`config.mk`:
```
export PLATFORM = sky130hd
export DESIGN_NAME = dp_ram_param
export DESIGN_NICKNAME = d
export VERILOG_FILES = /design/src/rtl/dp_ram_pkg.sv /design/src/rtl/dp_ram_clear_ctrl.sv /design/src/rtl/dp_ram_param.sv
export SDC_FILE = /design/constraint.sdc
export NUM_CORES = 1
export LEC_CHECK = 0
export BUFFER_PORTS_ARGS = -buffer_cell sky130_fd_sc_hd__buf_4
export CORE_UTILIZATION = 45
export DETAILED_ROUTE_END_ITERATION = 8
export HOLD_SLACK_MARGIN = 0.15
export PLACE_DENSITY_LB_ADDON = 0.05
export SLEW_MARGIN = 10
export SYNTH_ARGS = -nofsm -noshare
export SYNTH_HDL_FRONTEND = slang
export SYNTH_SLANG_ARGS = --single-unit
```
`constraint.sdc`:
```
create_clock -name i_clk -period 2.2 [get_ports i_clk]
set_clock_uncertainty 0.05 [all_clocks]
set_input_delay 0.22 -clock i_clk [delete_from_list [all_inputs] [get_ports i_clk]]
set_output_delay 0.22 -clock i_clk [all_outputs]
set_load 0.1 [all_outputs]
```
`src/rtl/dp_ram_pkg.sv`:
```
// Shared types and constants for the parametrised dual-port RAM.
package dp_ram_pkg;

  typedef enum logic {
    CLEAR = 1'b0,
    READY = 1'b1
  } state_t;

  // Read-during-write behaviour on a same-address collision.
  localparam int RDW_OLD = 0;
  localparam int RDW_NEW = 1;

endpackage

```
`src/rtl/dp_ram_clear_ctrl.sv`:
```
// Clear engine: sweeps every word to zero after reset or on request.
//
// state | meaning
// CLEAR | writing 0 to mem[clr_ptr] each cycle; ports are locked out
// READY | normal operation; clr_req starts a new sweep
module dp_ram_clear_ctrl
  import dp_ram_pkg::*;
#(
  parameter int DEPTH  = 16,
  parameter int ADDR_W = 4
) (
  input  logic              i_clk,
  input  logic              i_rst,
  input  logic              i_clr_req,
  output logic              o_busy,
  output logic              o_clr_we,
  output logic [ADDR_W-1:0] o_clr_addr
);

  state_t            r_state;
  logic [ADDR_W-1:0] r_clr_ptr;

  // Sweep pointer and state; the last word is written on the edge that returns to READY.
  always_ff @(posedge i_clk or posedge i_rst) begin
    if (i_rst) begin
      r_state   <= CLEAR;
      r_clr_ptr <= '0;
    end else begin
      case (r_state)
        CLEAR: begin
          if (r_clr_ptr == ADDR_W'(DEPTH - 1)) begin
            r_state   <= READY;
            r_clr_ptr <= '0;
          end else begin
            r_clr_ptr <= r_clr_ptr + 1'b1;
          end
        end
        READY: begin
          if (i_clr_req) begin
            r_state   <= CLEAR;
            r_clr_ptr <= '0;
          end
        end
        default: begin
          r_state   <= CLEAR;
          r_clr_ptr <= '0;
        end
      endcase
    end
  end

  assign o_busy     = (r_state == CLEAR);
  assign o_clr_we   = (r_state == CLEAR);
  assign o_clr_addr = r_clr_ptr;

endmodule

```
`src/rtl/dp_ram_param.sv`:
```
// Parametrised single-clock dual-port RAM with built-in clear engine.
module dp_ram_param
  import dp_ram_pkg::*;
#(
  parameter int  RAM_WIDTH    = 8,
  parameter int  RAM_DEPTH    = 16,
  parameter int  READ_LATENCY = 1,
  parameter int  RDW_MODE     = RDW_OLD,
  localparam int ADDR_W       = $clog2(RAM_DEPTH)
) (
  input  logic                 i_clk,
  input  logic                 i_rst,
  input  logic                 i_wr_enb,
  input  logic [ADDR_W-1:0]    i_wr_addr,
  input  logic [RAM_WIDTH-1:0] i_data_in,
  input  logic                 i_rd_enb,
  input  logic [ADDR_W-1:0]    i_rd_addr,
  output logic [RAM_WIDTH-1:0] o_data_out,
  output logic                 o_rd_valid,
  input  logic                 i_clr_req,
  output logic                 o_busy
);

  logic [RAM_WIDTH-1:0] r_mem [RAM_DEPTH];

  logic                 w_busy;
  logic                 w_clr_we;
  logic [ADDR_W-1:0]    w_clr_addr;
  logic                 w_wr_in_range;
  logic                 w_rd_in_range;
  logic                 w_wr_ok;
  logic                 w_rd_ok;
  logic [RAM_WIDTH-1:0] w_rd_data;
  logic                 r_s1_v;
  logic [RAM_WIDTH-1:0] r_s1_d;

  dp_ram_clear_ctrl #(
    .DEPTH  (RAM_DEPTH),
    .ADDR_W (ADDR_W)
  ) u_clear_ctrl (
    .i_clk      (i_clk),
    .i_rst      (i_rst),
    .i_clr_req  (i_clr_req),
    .o_busy     (w_busy),
    .o_clr_we   (w_clr_we),
    .o_clr_addr (w_clr_addr)
  );

  // Range checks only matter when the depth leaves unused address codes.
  if ((2 ** ADDR_W) == RAM_DEPTH) begin : g_pow2
    assign w_wr_in_range = 1'b1;
    assign w_rd_in_range = 1'b1;
  end else begin : g_npow2
    assign w_wr_in_range = (i_wr_addr < ADDR_W'(RAM_DEPTH));
    assign w_rd_in_range = (i_rd_addr < ADDR_W'(RAM_DEPTH));
  end

  // A clear request in the same cycle wins over a user write.
  assign w_wr_ok = !w_busy && i_wr_enb && !i_clr_req && w_wr_in_range;
  assign w_rd_ok = !w_busy && i_rd_enb;

  // Read word selection: out-of-range reads give zero; bypass only when the write really lands.
  always_comb begin
    w_rd_data = '0;
    if (w_rd_in_range) begin
      if ((RDW_MODE == RDW_NEW) && w_wr_ok && (i_wr_addr == i_rd_addr))
        w_rd_data = i_data_in;
      else
        w_rd_data = r_mem[i_rd_addr];
    end
  end

  // Array write port, shared between the clear sweep and user writes; no reset on storage.
  always_ff @(posedge i_clk) begin
    if (w_clr_we)
      r_mem[w_clr_addr] <= '0;
    else if (w_wr_ok)
      r_mem[i_wr_addr] <= i_data_in;
  end

  // First read stage: data register only loads on an accepted read so it holds otherwise.
  always_ff @(posedge i_clk or posedge i_rst) begin
    if (i_rst) begin
      r_s1_v <= 1'b0;
      r_s1_d <= '0;
    end else begin
      r_s1_v <= w_rd_ok;
      if (w_rd_ok)
        r_s1_d <= w_rd_data;
    end
  end

  if (READ_LATENCY == 2) begin : g_lat2
    logic                 r_s2_v;
    logic [RAM_WIDTH-1:0] r_s2_d;

    // Extra output stage; keeps running during a clear so an in-flight read still completes.
    always_ff @(posedge i_clk or posedge i_rst) begin
      if (i_rst) begin
        r_s2_v <= 1'b0;
        r_s2_d <= '0;
      end else begin
        r_s2_v <= r_s1_v;
        if (r_s1_v)
          r_s2_d <= r_s1_d;
      end
    end

    assign o_rd_valid = r_s2_v;
    assign o_data_out = r_s2_d;
  end else begin : g_lat1
    assign o_rd_valid = r_s1_v;
    assign o_data_out = r_s1_d;
  end

  assign o_busy = w_busy;

endmodule

```
# --- Word level (Yosys, flattened, before mapping) ---
# Memory sizes are Yosys's and may differ from the RTL's. A register that Yosys moved wholly into a read port is not among the register bits.
# Cells that the tools add are included.
totals:
  register_bits: 6
  ramBits: 128
  inputBits: 21
  output_inout_bits: 10
  elab_cells: 26
  n_memories: 1
memory_table:
  columns: ["name", "depth", "word_bits", "read_ports", "rd_ports_with_merged_regs", "wr", "line_no", "rtl"]
  rows:
  - ["r_mem", 16, 8, 1, 1, 1, "dp_ram_param.sv:24", "logic [RAM_WIDTH-1:0] r_mem [RAM_DEPTH];"]
op_classes:
  n_addsub: 1
  n_eq_ne: 2
  n_mux: 13
  bitwise_logic: 1
  n_reduce_logical: 5
ops:
  columns: ["cell", "n"]
  rows:
  - ["$mux W4", 3]
  - ["$mux W8", 1]
  - ["$pmux W4 S2", 1]
  - ["$reduce_or A8 Y1", 1]
  - ["$mux W1", 7]
  - ["$add A4 B1 Y4 const B", 1]
  - ["$eq A4 B4 Y1 const B", 1]
  - ["$logic_and A1 B1 Y1", 3]
  - ["$ne A2 B2 Y1 const B", 1]
  - ["$pmux W1 S2", 1]
  - ["$logic_not A1 Y1", 1]
  - ["$not A1 Y1", 1]

# --- Logic depth before layout (Yosys ltp) ---
# Gate-level depths: netlist of run 1.
logic_depth:
  word_depth: 7
  mapped_depth: 6
  ltp_nobuf: 5

# --- By module ---
# A second synthesis of run 1 with hierarchy kept.
hier_totals:
  cells_unflattened: 376
  area_unflattened_um2: 5866.9
modules_own_cells:
  columns: ["module", "n_inst", "cells_per_inst", "area_per_inst_um2", "seq_area_each_um2"]
  rows:
  - ["dp_ram_param", 1, 352, 5627.9, 4068.9]
  - ["dp_ram_clear_ctrl", 1, 24, 239.0, 125.1]

# --- Worst setup path before layout of run 1 ---
# No wires, ideal clock.
synth_path:
  kind: "register to register"
  start: "register u_clear_ctrl.r_state"
  end: "memory r_mem[2][0] (enable)"
  setup_time_ns: 0.370
  arrival_time_ns: 1.435
  t_required_ns: 1.780
  setup_slack_ns: 0.344
  path_stages_with_launch: 7
  path_buffers: 2
  synth_period_minus_slack_ns: 1.856
  cell_sequence: "dfrtp_1 > buf_6 > and3b_4 > buf_6 > nor3b_2 > a31oi_2 > nor2_1"
synth_via:
  elab_chain_len: 7
  word_cells_on_any_way: 9
  classes_between: "mux (6); reduce/logical (3)"
synth_rtl:
  columns: ["element", "line_no", "rtl"]
  rows:
  - ["start, declared", "dp_ram_clear_ctrl.sv:20", "state_t r_state;"]
  - ["start signal, assigned", "dp_ram_clear_ctrl.sv:26", "r_state <= CLEAR;"]
  - ["start signal, assigned", "dp_ram_clear_ctrl.sv:32", "r_state <= READY;"]
  - ["start signal, assigned", "dp_ram_clear_ctrl.sv:40", "r_state <= CLEAR;"]
  - ["$logic_and A1 B1 Y1 (2 in a row)", "dp_ram_param.sv:59", "assign w_wr_ok = !w_busy && i_wr_enb && !i_clr_req && w_wr_in_range;"]
  - ["$mux W1", "dp_ram_param.sv:77", "else if (w_wr_ok)"]
  - ["$mux W1", "dp_ram_param.sv:75", "if (w_clr_we)"]
  - ["$mux W1 (not written as such)", "dp_ram_param.sv:78", "r_mem[i_wr_addr] <= i_data_in;"]
  - ["$reduce_or A8 Y1 (no line)", null, null]
  - ["$mux W4 (no line) or $mux W1 (tied branches)", null, null]
  - ["end, declared", "dp_ram_param.sv:24", null]
# Several ways; a longest one is shown, not always the timed one.

# --- Worst setup path in the final report of run 1 ---
layout_path:
  start: "register u_clear_ctrl.r_state"
  end: "memory r_mem[8][0] (enable)"
# The elaborated chain is that of the path after synthesis.

==> impl_metrics.toml, run 1 <==
[run_status]
status = "complete, no violations"

[detailed_routing]
firstDrtPassIters = 4
route.antenna.remaining_nets = 0
wl_per_cell_um = 21.0
drtIter0Drc = 189
vias = 3206
routed_wl_um = 12900
via_per_inst = 5.20
drcViolationCount = 0

[power]
powerDensity_mw_per_mm2 = 1200
ir_worst_vdd_uv = 976
cellLeakagePower_nw = 2.61

[clock_tree]
clk_pin_slew_ns = 0.06
post_cts_buffers = 0
cts_buffers = 17
cts-root-buf = "clkbuf_16"
cts_max_level = 4
cts_resized = 0
cts_sinks = 142
cts_tree = "done"
max-clock-path-buffers = 2
cts_hold_buf = 3
worstSkewPairLatency_ns = 0.42

[timing]
maxSlewHeadroom_pct = 48.7
rsz0062_at_grt = "no"
setup_slack_ns = 0.139
setup_viol = 0
period_share_pct = 93.7
hold_viol_final = 0
setup_tns_ns = 0
report.final.slew_viol_count = 0
min_period_ns = 2.06
timing.fmax_ghz = 0.485
whs_ns = 0.198
tightest_slew_ns = 0.767

[layout]
antennaDiodeCount = 0
drive_above_1_share_pct = 20.9
regArea_sq_mm = 0.00419
final_nets = 454
area_growth_pct = 19.4
stdcell_count = 617
multi_input_area_sq_mm = 0.00145
nFillCells = 1042

[synth]
syn_avg_cell_area_sq_um = 15.7
yosysUniqueCellTypes = 31
ys_async_sr_fraction_pct = 9.86
synth-seq-area-share_pct = 72.0
synth_seq_cells = 142
synth_flop_cell = "edfxtp_1"
synth-edff-count = 128
synth.most_common_cell = "edfxtp_1"
synthCells = 372
yosys_warnings = 0
synth_area_leaders = "edfxtp_1 66%, mux2i_1 11%, dfrtp_1 6.0%"
synth_largest_area_cell = "edfxtp_1"
synth_top_cells_by_count = "128 x edfxtp_1, 64 x mux2i_1, 31 x nand2_1"
synth_area_sq_mm = 0.00583
yosysTopAreaCellShare_pct = 66.0
syn-num-nets = 394

[die]
die_area_sq_mm = 0.0134
ioPinCount = 31
core_sq_mm = 0.0126
rows = 41
die_w_um = 116
die_h_um = 116
start_util_pct = 46.2

[placement]
hpwl_um = 9040
finalWeightedCongestion = 0.800
dp.cells = 582
dp_slack_ns = 0.103
port_buffers = 30

[global_route]
grt_max_degree = 22
grtUsageTotal_pct = 21.1
grt_pass1_wl_um = 19200
antenna_found_initial = 0
grt.overflow.total = 0
grt_pass1_vias = 3133

[worst_hold_path]
hp-start = "i_data_in[6]"
min_to = "r_mem[0][6]"
worstHoldPathCells = 3
holdCritPathClass = "in2reg"

[worst_setup_path]
reg2reg_from = "u_clear_ctrl.r_state"
crit_type = "reg2reg"
endpoint_kind = "flop"
rrSetupSlack_ns = 0.14
cp_data_arrival_time_ns = 2.05
cp.required_ns = 2.19
critPathMaxFanout = 20
rr_worst_depth = 3
r2r_end = "r_mem[8][0]"
cp-start-kind = "flop"

[job]
cap_viol_max_count = 0
## registers in the layout, summed over array words and instances, names as in the netlist
signal	flops
o_data_out	8
o_rd_valid	1
r_mem	128
u_clear_ctrl.o_clr_addr	4
u_clear_ctrl.r_state	1
## area by class of cell
cell class	instances	area share (%)
timing repair buffer	58	7.09
multi-input combinational	204	20.9
sequential	142	60.3
clock buffer	27	7.38
clock inverter	5	0.792
inverter	9	0.486
tap	172	3.09
## how the worst max path moves through the flow
stage	startpoint	slack [ns]	endpoint	cells past startpoint
finish	u_clear_ctrl.r_state	0.14	r_mem[8][0]	3
global route	u_clear_ctrl.r_state	0.02	r_mem[0][7]	3
CTS	u_clear_ctrl.r_state	0.14	r_mem[8][0]	3
detailed placement	i_clr_req	0.10	r_mem[8][1]	4
global placement	i_clr_req	0.11	r_mem[2][0]	4
floorplan	u_clear_ctrl.r_state	0.34	r_mem[2][0]	6
## power by group
group | total [mW] | switching, mW | internal [mW]
clock network | 2.71 | 1.01 | 1.70
logic | 1.88 | 1.36 | 0.513
registers | 3.76 | 0.212 | 3.55
## per-stage QoR
step / power (mW) / cell area, sq um / utilization (%)
3_3_place_gp: 5.67 / 6360 / 50.4
3_5_place_dp: 5.69 / 6360 / 50.4
2_1_floorplan: 5.12 / 5830 / -
6_report: 8.35 / 6960 / 55.1
4_1_cts: 8.42 / 6960 / 55.1
5_1_grt: 8.67 / 6960 / 55.1
## cell usage in the layout, fill, tap and decap left out, types with 6 or more instances in the layout
cell / netlist / final
nand4_1: 6 / 6
and2_1: 9 / 9
inv_1: 9 / 9
buf_4: 2 / 51
clkbuf_16: 0 / 17
dfrtp_1: 14 / 14
nand3_1: 20 / 20
a22oi_1: 18 / 18
edfxtp_1: 128 / 128
mux2i_1: 64 / 64
a21oi_1: 11 / 11
nor2_1: 20 / 20
nand2_1: 31 / 31
## routing by layer
| metal | share of wire, % | global-route usage, % | routed length [um] | up-vias |
|---|---|---|---|---|
| li1 | - | - | - | 1543 |
| met1 | 46 | 29.0 | 5960 | 1552 |
| met4 | 2.2 | 10.4 | 289 | 0 |
| met2 | 47 | 31.9 | 6070 | 95 |
| met3 | 4.6 | 4.71 | 600 | 16 |
| met5 | 0 | 0 | 0 | - |
## cells by family (layout without fill, tap and decap cells)
family,count (synthesis),after routing,share of synthesized area [%]
AO/OA/AOI/OAI,44,44,5.76
flip-flops,142,142,72.0
adder cells (fa/ha/maj),1,1,0.215
AND/OR/NAND/NOR,95,95,7.95
multiplexers,64,64,11.0
buffers and inverters,26,99,3.09
## critical path: stages (launching register included)
cell and delay [ns]:
dfrtp_1 0.40, and3b_4 0.40, a31oi_2 0.20, nor2_1 0.63
Note: power is estimated with default switching activity, not from simulation.
==> run 2, diff against run 1 <==
--- a/config.mk
+++ b/config.mk
@@ -10,6 +10,7 @@
 export DETAILED_ROUTE_END_ITERATION = 8
 export HOLD_SLACK_MARGIN = 0.15
 export PLACE_DENSITY_LB_ADDON = 0.05
+export REMOVE_ABC_BUFFERS = 1
 export SLEW_MARGIN = 10
 export SYNTH_ARGS = -nofsm -noshare
 export SYNTH_HDL_FRONTEND = slang
==> run 2 against run 1 <==
Effect of this change: final area rose by 0.36%; non-clock buffer count up 5; sequential power hardly changed; worst setup slack better by 0.044 ns; critical path depth is the same; final cell count increased by 0.81%.
==> impl_metrics.toml, run 2 (synthesized netlist as in run 1, its figures left out) <==
[worst_setup_path]
cp_data_arrival_time_ns = 2.00
cp.required_ns = 2.19
reg2reg_from = "u_clear_ctrl.r_state"
endpoint_kind = "flop"
critPathMaxFanout = 20
cp-startpoint = "u_clear_ctrl.r_state"
cp-start-kind = "flop"
crit_type = "reg2reg"
rrSetupSlack_ns = 0.18

[layout]
antennaDiodeCount = 0
final_cell_mix = "128 x edfxtp_1, 64 x mux2i_1, 58 x buf_4, 31 x nand2_1"
largest-register = "r_mem"
final_nets = 459
stdcell_count = 622
drive_above_1_share_pct = 20.9
final_common_cell = "edfxtp_1"
largest_reg_flops = 128
area_growth_pct = 19.8

[power]
pwr-share-comb_pct = 22.1
cellLeakagePower_nw = 2.64
p_int_mw = 5.97
powerDensity_mw_per_mm2 = 1220
clkPwrFrac_pct = 33.7
p_sw_mw = 2.54
power_frac_seq_pct = 44.2
p_sw_share_pct = 29.8
ir_worst_vdd_uv = 546

[worst_hold_path]
hp-start = "i_rd_enb"
holdCritPathClass = "in2reg"

[timing]
min_period_ns = 2.02
report.final.slew_viol_count = 0
maxSlewHeadroom_pct = 45.4
setup_tns_ns = 0
timing.fmax_ghz = 0.496
period_share_pct = 91.7
setup_viol = 0
rsz0062_at_grt = "no"
tightest_slew_ns = 0.816
hold_viol_final = 0

[clock_tree]
max-clock-path-buffers = 2
cts-root-buf = "clkbuf_16"
clk_pin_slew_ns = 0.06
worstSkewPairLatency_ns = 0.42
cts_max_level = 4
cts_sinks = 142
cts_buffers = 17
cts_tree = "done"
cts_resized = 0

[detailed_routing]
wl_per_cell_um = 20.1
routed_wl_um = 12500
drcViolationCount = 0
via_per_inst = 5.27
drtIter0Drc = 262
vias = 3281
firstDrtPassIters = 4
route.antenna.remaining_nets = 0

[placement]
hpwl_um = 8730
finalWeightedCongestion = 0.782
dp.cells = 586
port_buffers = 30

[global_route]
antenna_found_initial = 0
grt_pass1_vias = 3234
grt_max_degree = 32
grt_pass1_wl_um = 19300
grt.overflow.total = 0
grtUsageTotal_pct = 20.8

[die]
ioPinCount = 31
rows = 41
core_sq_mm = 0.0126
die_w_um = 116
start_util_pct = 46.2
die_area_sq_mm = 0.0134
die_h_um = 116

[run_status]
status = "complete, no violations"

[job]
cap_viol_max_count = 0
## run 2: cell count changes in the layout (fill, tap and decap cells not counted), sizes merged
cell         delta
clkbuf          -3
clkinvlp        -2
clkinv          +2
bufinv          +3
buf             +4
dlygate4sd3     +1
## run 2: worst max-delay path, cell delays in order, from the launching register on
cell and delay (ns):
dfrtp_1 0.34, and3b_4 0.37, a31oi_2 0.19, nor2_1 0.67
## run 2: worst paths after layout
check / cells after the start / endpoint
min: 4 / o_rd_valid
max reg2reg: 3 / r_mem[8][5]
min in group asynchronous: 3 / u_clear_ctrl.o_clr_addr[1]
min reg2reg: 2 / o_data_out[7]
max in group asynchronous: 3 / o_rd_valid
max: 3 / r_mem[8][5]
## run 2: what timing repair did
action | in CTS | in global routing
hold buffers | 4 | 0
setup buffers | 0 | 0
endpoints found under the setup margin | 0 | 0
endpoints found under the hold margin | 20 | 0
## run 2: metal layers
metal	up-vias	track usage (%)	routed length, um
li1	1546	-	-
met1	1639	30.2	6050
met2	86	30.4	5640
met3	10	5.28	670
met4	0	7.18	127
met5	-	0	0
## run 2: layout make-up
type | count | area (sq um)
fillers | 1037 | 5640
flip-flops and latches | 142 | 4190
multi-input cells | 204 | 1450
repair buffers | 63 | 495
clock buffers | 24 | 452
well taps | 172 | 215
clock inverters | 8 | 139
inverters | 9 | 33.8
## run 2: power by group through the flow
stage	logic [mW]	clock network, mW	registers (mW)
6_report	1.88	2.87	3.76
5_1_grt	2.04	3.02	3.80
4_1_cts	1.90	2.90	3.75
3_5_place_dp	1.89	0	3.81
3_3_place_gp	1.87	0	3.80
2_1_floorplan	0.768	0	4.30
## run 2: metrics by stage
stage / util, % / instance area, sq um / hold WS (ns) / setup WS, ns / power (mW)
after floorplan: - / 5680 / 0.0592 / 0.384 / 5.06
after CTS: 55.3 / 6980 / 0.185 / 0.173 / 8.56
after global placement: 50.3 / 6350 / 0.281 / 0.147 / 5.67
after detailed placement: 50.3 / 6350 / 0.287 / 0.0862 / 5.70
after global routing: 55.3 / 6980 / 0.210 / 0.0660 / 8.86
final: 55.3 / 6980 / 0.200 / 0.183 / 8.51
